<file path="src/rtl/display_pkg.sv">
// Shared types and constants for the 7-segment display blocks.
package display_pkg;

  typedef logic [6:0] seg7_t;

  typedef struct packed {
    logic       dp;
    logic       blank;
    logic [3:0] hex;
  } digit_entry_t;

  localparam seg7_t        SEG_OFF     = 7'h7F;
  localparam digit_entry_t ENTRY_BLANK = 6'b010000;

endpackage

</file>
<file path="src/rtl/hex_to_seg7.sv">
// Hex nibble to active-low 7-segment pattern {g,f,e,d,c,b,a}; b and d lowercase.
module hex_to_seg7
  import display_pkg::*;
(
  input  logic [3:0] hex,
  output seg7_t      seg
);

  always_comb begin
    case (hex)
      4'h0:    seg = 7'h40;
      4'h1:    seg = 7'h79;
      4'h2:    seg = 7'h24;
      4'h3:    seg = 7'h30;
      4'h4:    seg = 7'h19;
      4'h5:    seg = 7'h12;
      4'h6:    seg = 7'h02;
      4'h7:    seg = 7'h78;
      4'h8:    seg = 7'h00;
      4'h9:    seg = 7'h10;
      4'hA:    seg = 7'h08;
      4'hB:    seg = 7'h03;
      4'hC:    seg = 7'h46;
      4'hD:    seg = 7'h21;
      4'hE:    seg = 7'h06;
      default: seg = 7'h0E;
    endcase
  end

endmodule

</file>
<file path="src/rtl/display_scan_ctrl.sv">
// Round-robin scan driver for an N-digit common-anode display with
// double-buffered digit data published only at frame boundaries.
module display_scan_ctrl
  import display_pkg::*;
#(
  parameter int N_DIGITS  = 4,
  parameter int TICK_DIV  = 50000,
  parameter int BLANK_CYC = 500
) (
  input  logic                        clk,
  input  logic                        rst_n,
  input  logic                        en,
  input  logic                        wr_en,
  input  logic [$clog2(N_DIGITS)-1:0] wr_idx,
  input  logic [5:0]                  wr_data,
  input  logic                        commit,
  output logic                        commit_pending,
  output logic                        frame_start,
  output logic [6:0]                  seg_n,
  output logic                        dp_n,
  output logic [N_DIGITS-1:0]         dig_n
);

  localparam int IDX_W = $clog2(N_DIGITS);
  localparam int CNT_W = $clog2(TICK_DIV);
  localparam logic [CNT_W-1:0] CNT_LAST  = CNT_W'(TICK_DIV - 1);
  localparam logic [CNT_W-1:0] CNT_BLANK = CNT_W'(BLANK_CYC);
  localparam logic [IDX_W-1:0] IDX_LAST  = IDX_W'(N_DIGITS - 1);
  localparam logic [IDX_W:0]   IDX_LIMIT = (IDX_W + 1)'(N_DIGITS);

  logic [CNT_W-1:0] cnt, cnt_nxt;
  logic [IDX_W-1:0] idx, idx_nxt;
  logic             slot_end, wrap, apply, lit;
  digit_entry_t     shadow [N_DIGITS];
  digit_entry_t     active [N_DIGITS];
  digit_entry_t     entry_nxt;
  seg7_t            seg_dec;

  // Outputs are decoded from next-state so they line up with cnt/idx.
  always_comb begin
    slot_end  = (cnt == CNT_LAST);
    wrap      = slot_end && (idx == IDX_LAST);
    apply     = wrap && commit_pending;
    cnt_nxt   = slot_end ? '0 : cnt + CNT_W'(1);
    idx_nxt   = idx;
    if (slot_end)
      idx_nxt = (idx == IDX_LAST) ? '0 : idx + IDX_W'(1);
    entry_nxt = apply ? shadow[idx_nxt] : active[idx_nxt];
    lit       = en && (cnt_nxt >= CNT_BLANK);
  end

  hex_to_seg7 u_dec (
    .hex (entry_nxt.hex),
    .seg (seg_dec)
  );

  always_ff @(posedge clk or negedge rst_n) begin
    if (!rst_n) begin
      cnt            <= '0;
      idx            <= '0;
      commit_pending <= 1'b0;
      frame_start    <= 1'b0;
      seg_n          <= SEG_OFF;
      dp_n           <= 1'b1;
      dig_n          <= '1;
      for (int i = 0; i < N_DIGITS; i++) begin
        shadow[i] <= ENTRY_BLANK;
        active[i] <= ENTRY_BLANK;
      end
    end else begin
      cnt         <= cnt_nxt;
      idx         <= idx_nxt;
      frame_start <= wrap;

      // A commit landing on the wrap edge only arms; it applies next frame.
      if (apply)
        commit_pending <= 1'b0;
      else if (commit)
        commit_pending <= 1'b1;

      if (apply)
        for (int i = 0; i < N_DIGITS; i++)
          active[i] <= shadow[i];

      if (wr_en && ({1'b0, wr_idx} < IDX_LIMIT))
        shadow[wr_idx] <= wr_data;

      dig_n <= '1;
      if (lit)
        dig_n[idx_nxt] <= 1'b0;
      seg_n <= (lit && !entry_nxt.blank) ? seg_dec : SEG_OFF;
      dp_n  <= !(lit && !entry_nxt.blank && entry_nxt.dp);
    end
  end

endmodule

</file>
<file path="config.mk">
export PLATFORM = sky130hd
export DESIGN_NAME = display_scan_ctrl
export DESIGN_NICKNAME = d
export VERILOG_FILES = /design/src/rtl/display_pkg.sv /design/src/rtl/hex_to_seg7.sv /design/src/rtl/display_scan_ctrl.sv
export SDC_FILE = /design/constraint.sdc
export NUM_CORES = 1
export LEC_CHECK = 0
export ABC_AREA = 1
export CORE_ASPECT_RATIO = 2
export CORE_UTILIZATION = 50
export DETAILED_ROUTE_END_ITERATION = 10
export PLACE_DENSITY_LB_ADDON = 0.08
export SETUP_SLACK_MARGIN = 0.3
export SLEW_MARGIN = 30
export SYNTH_ARGS = -nofsm -noshare
export SYNTH_HDL_FRONTEND = slang
export SYNTH_HIERARCHICAL = 1
export SYNTH_SLANG_ARGS = --single-unit
</file>
<file path="constraint.sdc">
create_clock -name clk -period 2.53 [get_ports clk]
set_input_delay 0.253 -clock clk [delete_from_list [all_inputs] [get_ports clk]]
set_output_delay 0.253 -clock clk [all_outputs]
set_load 0.01 [all_outputs]
</file>
## Yosys cells after proc, flatten, opt, wreduce, memory -nomap -nowiden

Memory sizes are Yosys's and may differ from the RTL's.
Index checks and enable logic that the tools add are counted.

| operators by class | value |
|---|---|
| add/subtract/negate cells | 2 |
| magnitude comparators | 6 |
| equality and inequality tests | 2 |
| mux-type cells | 19 |
| bitwise gates (word level) | 3 |
| reductions and logical operators | 10 |

Operators with widths:

| cell | number |
|---|---|
| $mux 6 | 6 |
| $bmux 6 s2 | 2 |
| $bwmux 24 | 1 |
| $add 16x1->16 const B | 1 |
| $eq 16x16->1 const B | 1 |
| $ge 16x9->1 const B | 1 |
| $mux 16 | 1 |
| $demux 6 s2 | 1 |
| $logic_and 1x1->1 | 7 |
| $mux 7 | 1 |
| $ge 3x3->1 const B | 2 |
| $not 2->3 | 2 |
| $mux 2 | 2 |
| $mux 4 | 1 |
| $not 4->4 | 1 |
| $lt 2x3->1 const B | 1 |
| $lt 3x1->1 const B | 1 |
| $mux 1 | 3 |
| $add 2x1->2 const B | 1 |
| $demux 1 s2 | 1 |
| $eq 2x2->1 const B | 1 |
| $ge 2x1->1 const B | 1 |
| $logic_not 1->1 | 2 |
| $reduce_bool 2->1 | 1 |

| storage, ports and cells | value |
|---|---|
| register bits | 80 |
| ROM bits | 112 |
| output and inout port bits | 14 |
| memories | 1 |

Memories:

| memory | depth | width | rd ports | clocked after memory_dff | wr ports | line | source |
|---|---|---|---|---|---|---|---|
| (no name shown) | 16 | 7 | 1 | 0 | 0 | hex_to_seg7.sv:10 | `case (hex)` |

## Logic depth before layout (Yosys ltp)

Gate-level depths: netlist of run 1.

| logic depth | value |
|---|---|
| depth in word-level cells | 12 |
| depth in mapped cells | 20 |

## Cells and area by module

The synthesis of run 1 kept the hierarchy.

By module, submodules not included:

| module | instances | cells each | area each (um2) |
|---|---|---|---|
| display_scan_ctrl | 1 | 475 | 3,738.6 |
| hex_to_seg7 | 1 | 49 | 274.0 |

## Least setup slack after synthesis of run 1

OpenSTA, ideal clock, no wires.

| timing | value |
|---|---|
| path kind | register -> register |
| start | register cnt[0] |
| end | register seg_n[3] |
| data arrival time | 2.440 ns |
| data required time | 2.466 ns |
| setup slack | 0.027 ns |
| stages on the path, launching flop included | 19 |
| cell sequence | dfrtp_1 > ha_1 > nand2_2 > nor2_8 > nand3_2 > nor2_2 > nand3_1 > buf_2 > o21ai_0 > inv_1 > nand2_1 > nand4_1 > inv_1 > ha_1 > nand2_1 > nand3_1 > nand2_1 > inv_1 > nand3_1 |

RTL lines:

| item | line | source |
|---|---|---|
| from (decl) | display_scan_ctrl.sv:31 | `logic [CNT_W-1:0] cnt, cnt_nxt;` |
| from (signal assigned) | display_scan_ctrl.sv:71 | `cnt <= cnt_nxt;` |
| to (signal assigned) | display_scan_ctrl.sv:91 | `seg_n <= (lit && !entry_nxt.blank) ? seg_dec : SEG_OFF;` |
| to (decl) | display_scan_ctrl.sv:19 | `output logic [6:0] seg_n,` |

==> results.md, run 1 <==
* Worst EP arrival at 2.70 ns
* Weighted congestion at the end of routability-driven global placement at 0.925
* Final wirelength at 9700 um
* Worst IR Drop VDD at 0.515 mV
* Number of optimization iterations in the first detailed-route pass at 5
* Setup repair after global routing missed its margin: true
* Cell internal power dissipation at around 2.1 mW
* Power consumption at 2.73 mW
* Aggregate global-route resource usage at 0.257
* Kind of start point of the critical path: register
* Layout Area Growth over Synthesis at 28.4%
* Lkg Pwr at 2.63 nW
* DPL Wire Length at about 7100 um
* IO Port Bufs at 26
* Power per unit of standard cell area at 529 nW/um^2
* Worst skew pair latency at 0.33 ns
* Maximum fanout count along the critical path at 7
* Initial DRC count at 240
* Worst rel slew slack at 0.527
* Setup TNS at 0 ns
* Flip-flop and latch count after synthesis at 80
* DR DRC count at 0
* Final worst clock skew at 0.00711 ns
* Maximum number of pins on one net before global-route repair at 81
* Ys Warns at 6
* Critical path class: register to register
* Clock tree buffer depth at 2
* Wire per inst at 14.0 um
* Maxcap violations at 0
* Max Fclk at 407 MHz
* Share of power burned in combinational logic at 0.041
* Initial antenna violation count at 0
* Average size of a mapped cell at ~7.7 sq um
* DR vias/cell at 5.11
* Nature of the critical path endpoint: register
* Top-level I/O count at 27
* Sinks on Clock Net at 80
* Number of distinct standard cells referenced by the synthesized netlist at 25
* Vertical die dimension at 129 um
* Final hold violations at 0
* Core Region at 7660 sq um
* Hold slack final at 0.463 ns
* Row cnt at 45
* Clock root buffer master: sky130_fd_sc_hd__clkbuf_16
* Net switching share of the total power at 0.224
* Clk slew on worst S/H paths at 0.06 ns
* Sequential element share of the synthesized area at 0.505
* Post-DRT Antenna Nets at 0
* Post-synth design cell area at approximately 4000 sq um
* Slack of the critical path at 0.0760 ns
* Worst slack at placement at -0.0907 ns
* Slew at the pin closest to its max-slew limit at between 0.7 and 0.8 ns
* Max Transition Viols Final at 0
* Final-layout fill cell count at between 600 and 700
* Wire length of the first global-routing pass at 16200 um
* DR vias at around 3600
* Number of antenna cells inserted at 0
* Syn nets at 546
* CTS H-tree lvls at 3
* Layout cell share with drive strength beyond 1 at 0.221
* Portion of total power attributed to sequential cells at 0.508
* Full die area at between 8000 and 9000 sq um
* Die boundary width at 65.3 um
* Vias in the first global route at 3574
* Result of the run: complete, no violations
* Clock network fraction of total power at 0.451
* Final count of negative-setup-slack endpoints at 0
* Initial Util at 0.524
* Inserted Clock Buffers at 9
* Worst min-delay path class: register to register
* Critical Path RT at 2.77 ns
* TritonCTS clock tree: done
* Final critical-path required period at 2.45 ns
* Psw at 612 uW
* Period utilization at 0.970
* Total congestion overflow after global routing at 0
* # nets final at between 600 and 700
* Number of instances in the synthesized netlist at ~520
## layout by cell type (no fill, tap or decap), drive strengths merged
master         netlist  layout
ha                   9       9
o21bai               3       3
or2                  1       1
clkdlybuf4s50        0      25
a21oi                2       2
nand3               41      42
dlygate4sd3          0       1
buf                  7      47
nand4               13      13
clkinv               0       1
nor2                64      64
dfrtp               60      60
clkbuf               6      11
inv                 71      72
dfstp               20      20
nand2              194     194
o21ai               33      33
clkinvlp             0       3
## metal layers
| layer | vias to the layer above | routed length (um) | global-route usage |
|---|---|---|---|
| met5 | - | 0 | 0 |
| met1 | 1669 | 3500 | 0.245 |
| met2 | 83 | 5500 | 0.497 |
| li1 | 1769 | - | - |
| met3 | 30 | 262 | 0.0381 |
| met4 | 0 | 440 | 0.142 |
## worst paths after layout
| kind | from | end | slack [ns] | depth (start not counted) |
|---|---|---|---|---|
| worst max-delay path | cnt[0] | seg_n[3] | 0.08 | 18 |
| min in group asynchronous | rst_n | cnt[9] | 0.50 | 2 |
| worst min register to register | shadow[4] | active[4] | 0.46 | 2 |
| max in group asynchronous | rst_n | cnt[13] | 1.52 | 2 |
| worst min-delay path | shadow[4] | active[4] | 0.46 | 2 |
| worst max register to register | cnt[0] | seg_n[3] | 0.08 | 18 |
## cell usage after synthesis
| library cell | number | share of area |
|---|---|---|
| sky130_fd_sc_hd__nand2_1 | 188 | 0.18 |
| sky130_fd_sc_hd__inv_1 | 68 | 0.064 |
| sky130_fd_sc_hd__dfrtp_1 | 60 | 0.37 |
| sky130_fd_sc_hd__nor2_1 | 58 | 0.054 |
| sky130_fd_sc_hd__nand3_1 | 39 | 0.049 |
| sky130_fd_sc_hd__o21ai_0 | 31 | 0.039 |
| sky130_fd_sc_hd__dfstp_2 | 20 | 0.13 |
| sky130_fd_sc_hd__nand4_1 | 13 | 0.020 |
| sky130_fd_sc_hd__ha_1 | 9 | 0.028 |
| sky130_fd_sc_hd__clkbuf_1 | 6 | 0.0056 |
| sky130_fd_sc_hd__nand2_2 | 6 | 0.0094 |
| sky130_fd_sc_hd__buf_2 | 4 | 0.0050 |
| sky130_fd_sc_hd__inv_2 | 3 | 0.0028 |
| sky130_fd_sc_hd__nor2_2 | 3 | 0.0047 |
| sky130_fd_sc_hd__o21bai_1 | 3 | 0.0056 |
| sky130_fd_sc_hd__a21oi_1 | 2 | 0.0025 |
| sky130_fd_sc_hd__buf_6 | 2 | 0.0056 |
| sky130_fd_sc_hd__nor2_4 | 2 | 0.0056 |
| sky130_fd_sc_hd__buf_4 | 1 | 0.0019 |
| sky130_fd_sc_hd__nand3_2 | 1 | 0.0025 |
| sky130_fd_sc_hd__nand3_4 | 1 | 0.0044 |
| sky130_fd_sc_hd__nor2_8 | 1 | 0.0050 |
| sky130_fd_sc_hd__o21ai_1 | 1 | 0.0012 |
| sky130_fd_sc_hd__o21ai_2 | 1 | 0.0022 |
| sky130_fd_sc_hd__or2_2 | 1 | 0.0016 |
## layout make-up
type                    instances  area (sq um)  area share
well taps                      94           118      0.0228
flip-flops and latches         80          2030       0.393
multi-input cells             361          1790       0.348
inverters                      71           274      0.0532
repair buffers                 73           651       0.126
clock buffers                  11           253      0.0490
clock inverters                 5          40.0     0.00777
## flip-flops by register name, indices dropped and copies added, names as in the netlist
signal	cells
dig_n	4
cnt	16
frame_start	1
seg_n	7
commit_pending	1
shadow	24
active	24
dp_n	1
idx	2
## critical path: stages (launching register included)
cell,delay (ns)
sky130_fd_sc_hd__dfrtp_1,0.35
sky130_fd_sc_hd__ha_2,0.20
sky130_fd_sc_hd__nand2_4,0.08
sky130_fd_sc_hd__nor2_8,0.14
sky130_fd_sc_hd__nand2_2,0.08
sky130_fd_sc_hd__nor2_4,0.15
sky130_fd_sc_hd__nand3_4,0.16
sky130_fd_sc_hd__inv_6,0.13
sky130_fd_sc_hd__nor2_2,0.05
sky130_fd_sc_hd__nor2_2,0.10
sky130_fd_sc_hd__nand2_1,0.07
sky130_fd_sc_hd__nand4_1,0.17
sky130_fd_sc_hd__inv_2,0.11
sky130_fd_sc_hd__ha_4,0.28
sky130_fd_sc_hd__nand2_1,0.04
sky130_fd_sc_hd__nand3_1,0.07
sky130_fd_sc_hd__nand2_1,0.06
sky130_fd_sc_hd__inv_1,0.06
sky130_fd_sc_hd__nand3_2,0.06
## what timing repair did
item / CTS / global route
endpoints found under the hold margin: 60 / 0
setup buffers: 12 / 9
pin swaps: 14 / 13
gates cloned: 1 / 0
endpoints found under the setup margin: 7 / 11
resized for setup: 16 / 27
hold buffers: 1 / 0
## power groups by stage
stage,sequential (mW),clock (mW),combinational (mW)
after floorplan,1.39,0,0.0556
after global placement,1.40,0,0.109
after detailed placement,1.41,0,0.114
after CTS,1.38,1.25,0.116
after global routing,1.39,1.30,0.133
final,1.39,1.23,0.112
## cell families after synthesis
family,Yosys count,synth area share
AO/OA/AOI/OAI,38,0.0502
adder cells (fa/ha/maj),9,0.0281
buffers and inverters,84,0.0845
flip-flops,80,0.505
AND/OR/NAND/NOR,313,0.332
## stage by stage
| stage | cells | instance area (sq um) | util |
|---|---|---|---|
| 2_1_floorplan | 524 | 4070 | - |
| 3_3_place_gp | 656 | 4540 | 0.593 |
| 3_5_place_dp | 656 | 4550 | 0.594 |
| 4_1_cts | 686 | 5000 | 0.653 |
| 5_1_grt | 695 | 5150 | 0.673 |
| 6_report | 695 | 5150 | 0.673 |
(Power assumes the default switching activity.)
==> run 2: changes to the inputs <==
--- a/config.mk
+++ b/config.mk
@@ -8,10 +8,11 @@
 export ABC_AREA = 1
 export CORE_ASPECT_RATIO = 2
 export CORE_UTILIZATION = 50
+export CTS_CLUSTER_SIZE = 25
 export DETAILED_ROUTE_END_ITERATION = 10
 export PLACE_DENSITY_LB_ADDON = 0.08
 export SETUP_SLACK_MARGIN = 0.3
-export SLEW_MARGIN = 30
+export SLEW_MARGIN = 20
 export SYNTH_ARGS = -nofsm -noshare
 export SYNTH_HDL_FRONTEND = slang
 export SYNTH_HIERARCHICAL = 1
==> run 2 against run 1 <==
The flow now finishes with violations (negative hold slack, negative setup slack); non-clock buffer count fell by 1; critical path depth down 1; fmax shrank 3.0%; worst setup slack got worse by 0.077 ns; total power increased by 2.6%; sequential share of layout area decreased by 0.18 points; clock skew up 0.00072 ns; global-route usage increased by 0.12 points.
==> results.md, run 2 (same netlist as run 1, synthesis figures left out) <==
* Period utilization at 1.00 (was 0.970)
* Vertical die dimension at 129 um (unchanged)
* Kind of start point of the critical path: register (unchanged)
* Psw at 633 uW (was 612 uW)
* DR vias/cell at 5.13 (was 5.11)
* Worst skew pair latency at 0.33 ns (about the same)
* Failing checks: negative hold slack, negative setup slack
* Full die area at 8410 sq um (unchanged)
* Largest regs: active (24), shadow (24), cnt (16) (unchanged)
* Vias in the first global route at 3675 (was 3574)
* Nature of the critical path endpoint: register (unchanged)
* Clock tree buffer depth at 2 (unchanged)
* Initial antenna violation count at 0 (unchanged)
* Total congestion overflow after global routing at 0 (unchanged)
* Series of cell instances along the critical path: ha_2 -> nand2_4 -> nor2_8 -> nand2_2 -> nor2_4 -> buf_4 -> nand3_4 -> nor2_2 -> nor2_1 -> nand2_1 -> nand4_1 -> buf_6 -> o21ai_1 -> nand2_1 -> nand2_1 -> inv_1 -> nand3_1 (was ha_2 -> nand2_4 -> nor2_8 -> nand2_2 -> nor2_4 -> nand3_4 -> inv_6 -> nor2_2 -> nor2_2 -> nand2_1 -> nand4_1 -> inv_2 -> ha_4 -> nand2_1 -> nand3_1 -> nand2_1 -> inv_1 -> nand3_2)
* Critical Path Slowest Stage Cell: sky130_fd_sc_hd__dfrtp_1 (unchanged)
* Clock network fraction of total power at 0.465 (was 0.451)
* Number of optimization iterations in the first detailed-route pass at 5 (unchanged)
* Initial Util at 0.524 (unchanged)
* Final core occ at 0.676 (was 0.673)
* Slack of the critical path at -0.000881 ns (was 0.0760 ns)
* Final critical-path required period at 2.53 ns (was 2.45 ns)
* # nets final at 617 (was 618)
* Slew at the pin closest to its max-slew limit at 0.716 ns (was 0.710 ns)
* Maximum number of pins on one net before global-route repair at 81 (unchanged)
* Row cnt at 45 (unchanged)
* Initial DRC count at 216 (was 240)
* Die boundary width at 65.3 um (unchanged)
* Critical path class: register to register (unchanged)
* Max Fclk at 395 MHz (was 407 MHz)
* Net switching share of the total power at 0.226 (was 0.224)
* Most frequent cells in the layout: sky130_fd_sc_hd__nand2_1, sky130_fd_sc_hd__inv_1, sky130_fd_sc_hd__dfrtp_1, sky130_fd_sc_hd__nor2_1, sky130_fd_sc_hd__buf_4 (was sky130_fd_sc_hd__nand2_1, sky130_fd_sc_hd__inv_1, sky130_fd_sc_hd__dfrtp_1, sky130_fd_sc_hd__nor2_1)
* Wire per inst at 14.3 um (was 14.0 um)
* Result of the run: complete, but fails checks (was complete, no violations)
* Post-DRT Antenna Nets at 0 (unchanged)
* Critical Path RT at 2.80 ns (was 2.77 ns)
* Layout cell share with drive strength beyond 1 at 0.242 (was 0.221)
* Final count of negative-setup-slack endpoints at 1 (was 0)
* Number of antenna cells inserted at 0 (unchanged)
* DPL Wire Length at 7070 um (was 7060 um)
* Maxcap violations at 0 (unchanged)
* Weighted congestion at the end of routability-driven global placement at 0.925 (unchanged)
* Portion of total power attributed to sequential cells at 0.496 (was 0.508)
* Cell internal power dissipation at 2.17 mW (was 2.12 mW)
* IO Port Bufs at 26 (unchanged)
* Worst IR Drop VDD at 0.539 mV (was 0.515 mV)
* Most common cell after layout, fill and taps aside: sky130_fd_sc_hd__nand2_1 (unchanged)
* DR vias at 3562 (was 3551)
* Most used cell along the critical path: sky130_fd_sc_hd__nand2_1 (unchanged)
* Wire length of the first global-routing pass at 16300 um (was 16200 um)
* Lkg Pwr at 2.64 nW (was 2.63 nW)
* Sinks on Clock Net at 80 (unchanged)
* Clk slew on worst S/H paths at 0.06 ns (about the same)
* Largest incremental delay on the critical path at 0.35 ns (about the same)
* Core Region at 7660 sq um (unchanged)
* Final wirelength at 9890 um (was 9700 um)
* Hold slack final at -0.0674 ns (was 0.463 ns)
* Worst slack at placement at -0.0916 ns (was -0.0907 ns)
* Clock root buffer master: sky130_fd_sc_hd__clkbuf_16 (unchanged)
* Aggregate global-route resource usage at 0.258 (was 0.257)
* Maximum fanout count along the critical path at 5 (was 7)
* CTS H-tree lvls at 3 (unchanged)
* Layout Area Growth over Synthesis at 29.0% (was 28.4%)
* Share of power burned in combinational logic at 0.040 (was 0.041)
* Setup repair after global routing missed its margin: true (unchanged)
* Power per unit of standard cell area at 541 nW/um^2 (was 529 nW/um^2)
* Final worst clock skew at 0.00783 ns (was 0.00711 ns)
* Worst min-delay path class: primary input to async pin (was register to register)
* Final hold violations at 55 (was 0)
* Worst EP arrival at 2.80 ns (was 2.70 ns)
* TritonCTS clock tree: done (unchanged)
* Top-level I/O count at 27 (unchanged)
* DR DRC count at 0 (unchanged)
* Max Transition Viols Final at 0 (unchanged)
* Number of hold-repair buffers added at the cts stage at 0 (was 1)
* Inserted Clock Buffers at 9 (unchanged)
* Worst rel slew slack at 0.523 (was 0.527)
## run 2: cell types whose count changed in the layout (fill, tap and decap cells not counted), sizes merged
cell,delta
dlygate4sd3,-1
bufinv,+1
clkinvlp,-3
clkinv,+3
inv,+1
clkbuf,-2
## run 2: stage by stage
step	std cells	TNS (ns)	power [mW]	area [sq um]	hold WS [ns]
after global placement	656	-0.0643	1.51	4540	0.452
final	694	-0.000881	2.80	5180	-0.0674
after CTS	682	0	2.82	4980	0.121
after global routing	694	-0.778	2.90	5180	0.0145
after floorplan	524	0	1.45	4070	-0.0426
after detailed placement	656	-0.376	1.52	4540	0.453
## run 2: routing by layer
layer	vias up	GRT usage	part of all wire
met3	41	0.0408	0.027
met1	1676	0.241	0.35
li1	1763	-	-
met4	0	0.176	0.053
met2	82	0.488	0.57
met5	-	0	0
## run 2: final timing paths
path | slack (ns) | startpoint | to | depth (start not counted)
hold reg to reg | 0.46 | shadow[4] | active[4] | 2
min in group clk | 0.46 | shadow[4] | active[4] | 2
hold / removal | -0.07 | rst_n | cnt[5] | 1
setup / recovery | -0.0009 | cnt[0] | seg_n[5] | 17
setup reg to reg | -0.0009 | cnt[0] | seg_n[5] | 17
max in group asynchronous | 2.08 | rst_n | cnt[15] | 1
## run 2: repair_timing
item                                    in CTS  in global routing
endpoints found under the setup margin       7                 12
pin swaps                                   11                 17
gates resized for setup                     19                 34
buffers inserted                             9                 11
cloned                                       1                  1
endpoints found under the hold margin        0                  0
## run 2: power groups by stage
| stage | combinational [mW] | sequential [mW] | clock (mW) |
|---|---|---|---|
| final | 0.111 | 1.39 | 1.30 |
| after global routing | 0.132 | 1.39 | 1.37 |
| after CTS | 0.115 | 1.39 | 1.32 |
| after floorplan | 0.0556 | 1.39 | 0 |
| after detailed placement | 0.113 | 1.41 | 0 |
| after global placement | 0.109 | 1.40 | 0 |
## run 2: critical path: cells and delay by family, from the launching register on
kind,cells,cell delay (ns)
flip-flops,1,0.35
adder cells (fa/ha/maj),1,0.20
AND/OR/NAND/NOR,12,1.29
buffers and inverters,3,0.43
AO/OA/AOI/OAI,1,0.19
## run 2: cell type report
type	instances	area, sq um
sequential	80	2030
multi-input combinational	361	1840
inverter	71	274
tap	94	118
clock inverter	7	78.8
clock buffer	9	225
fill	674	2480
timing repair buffer	72	619
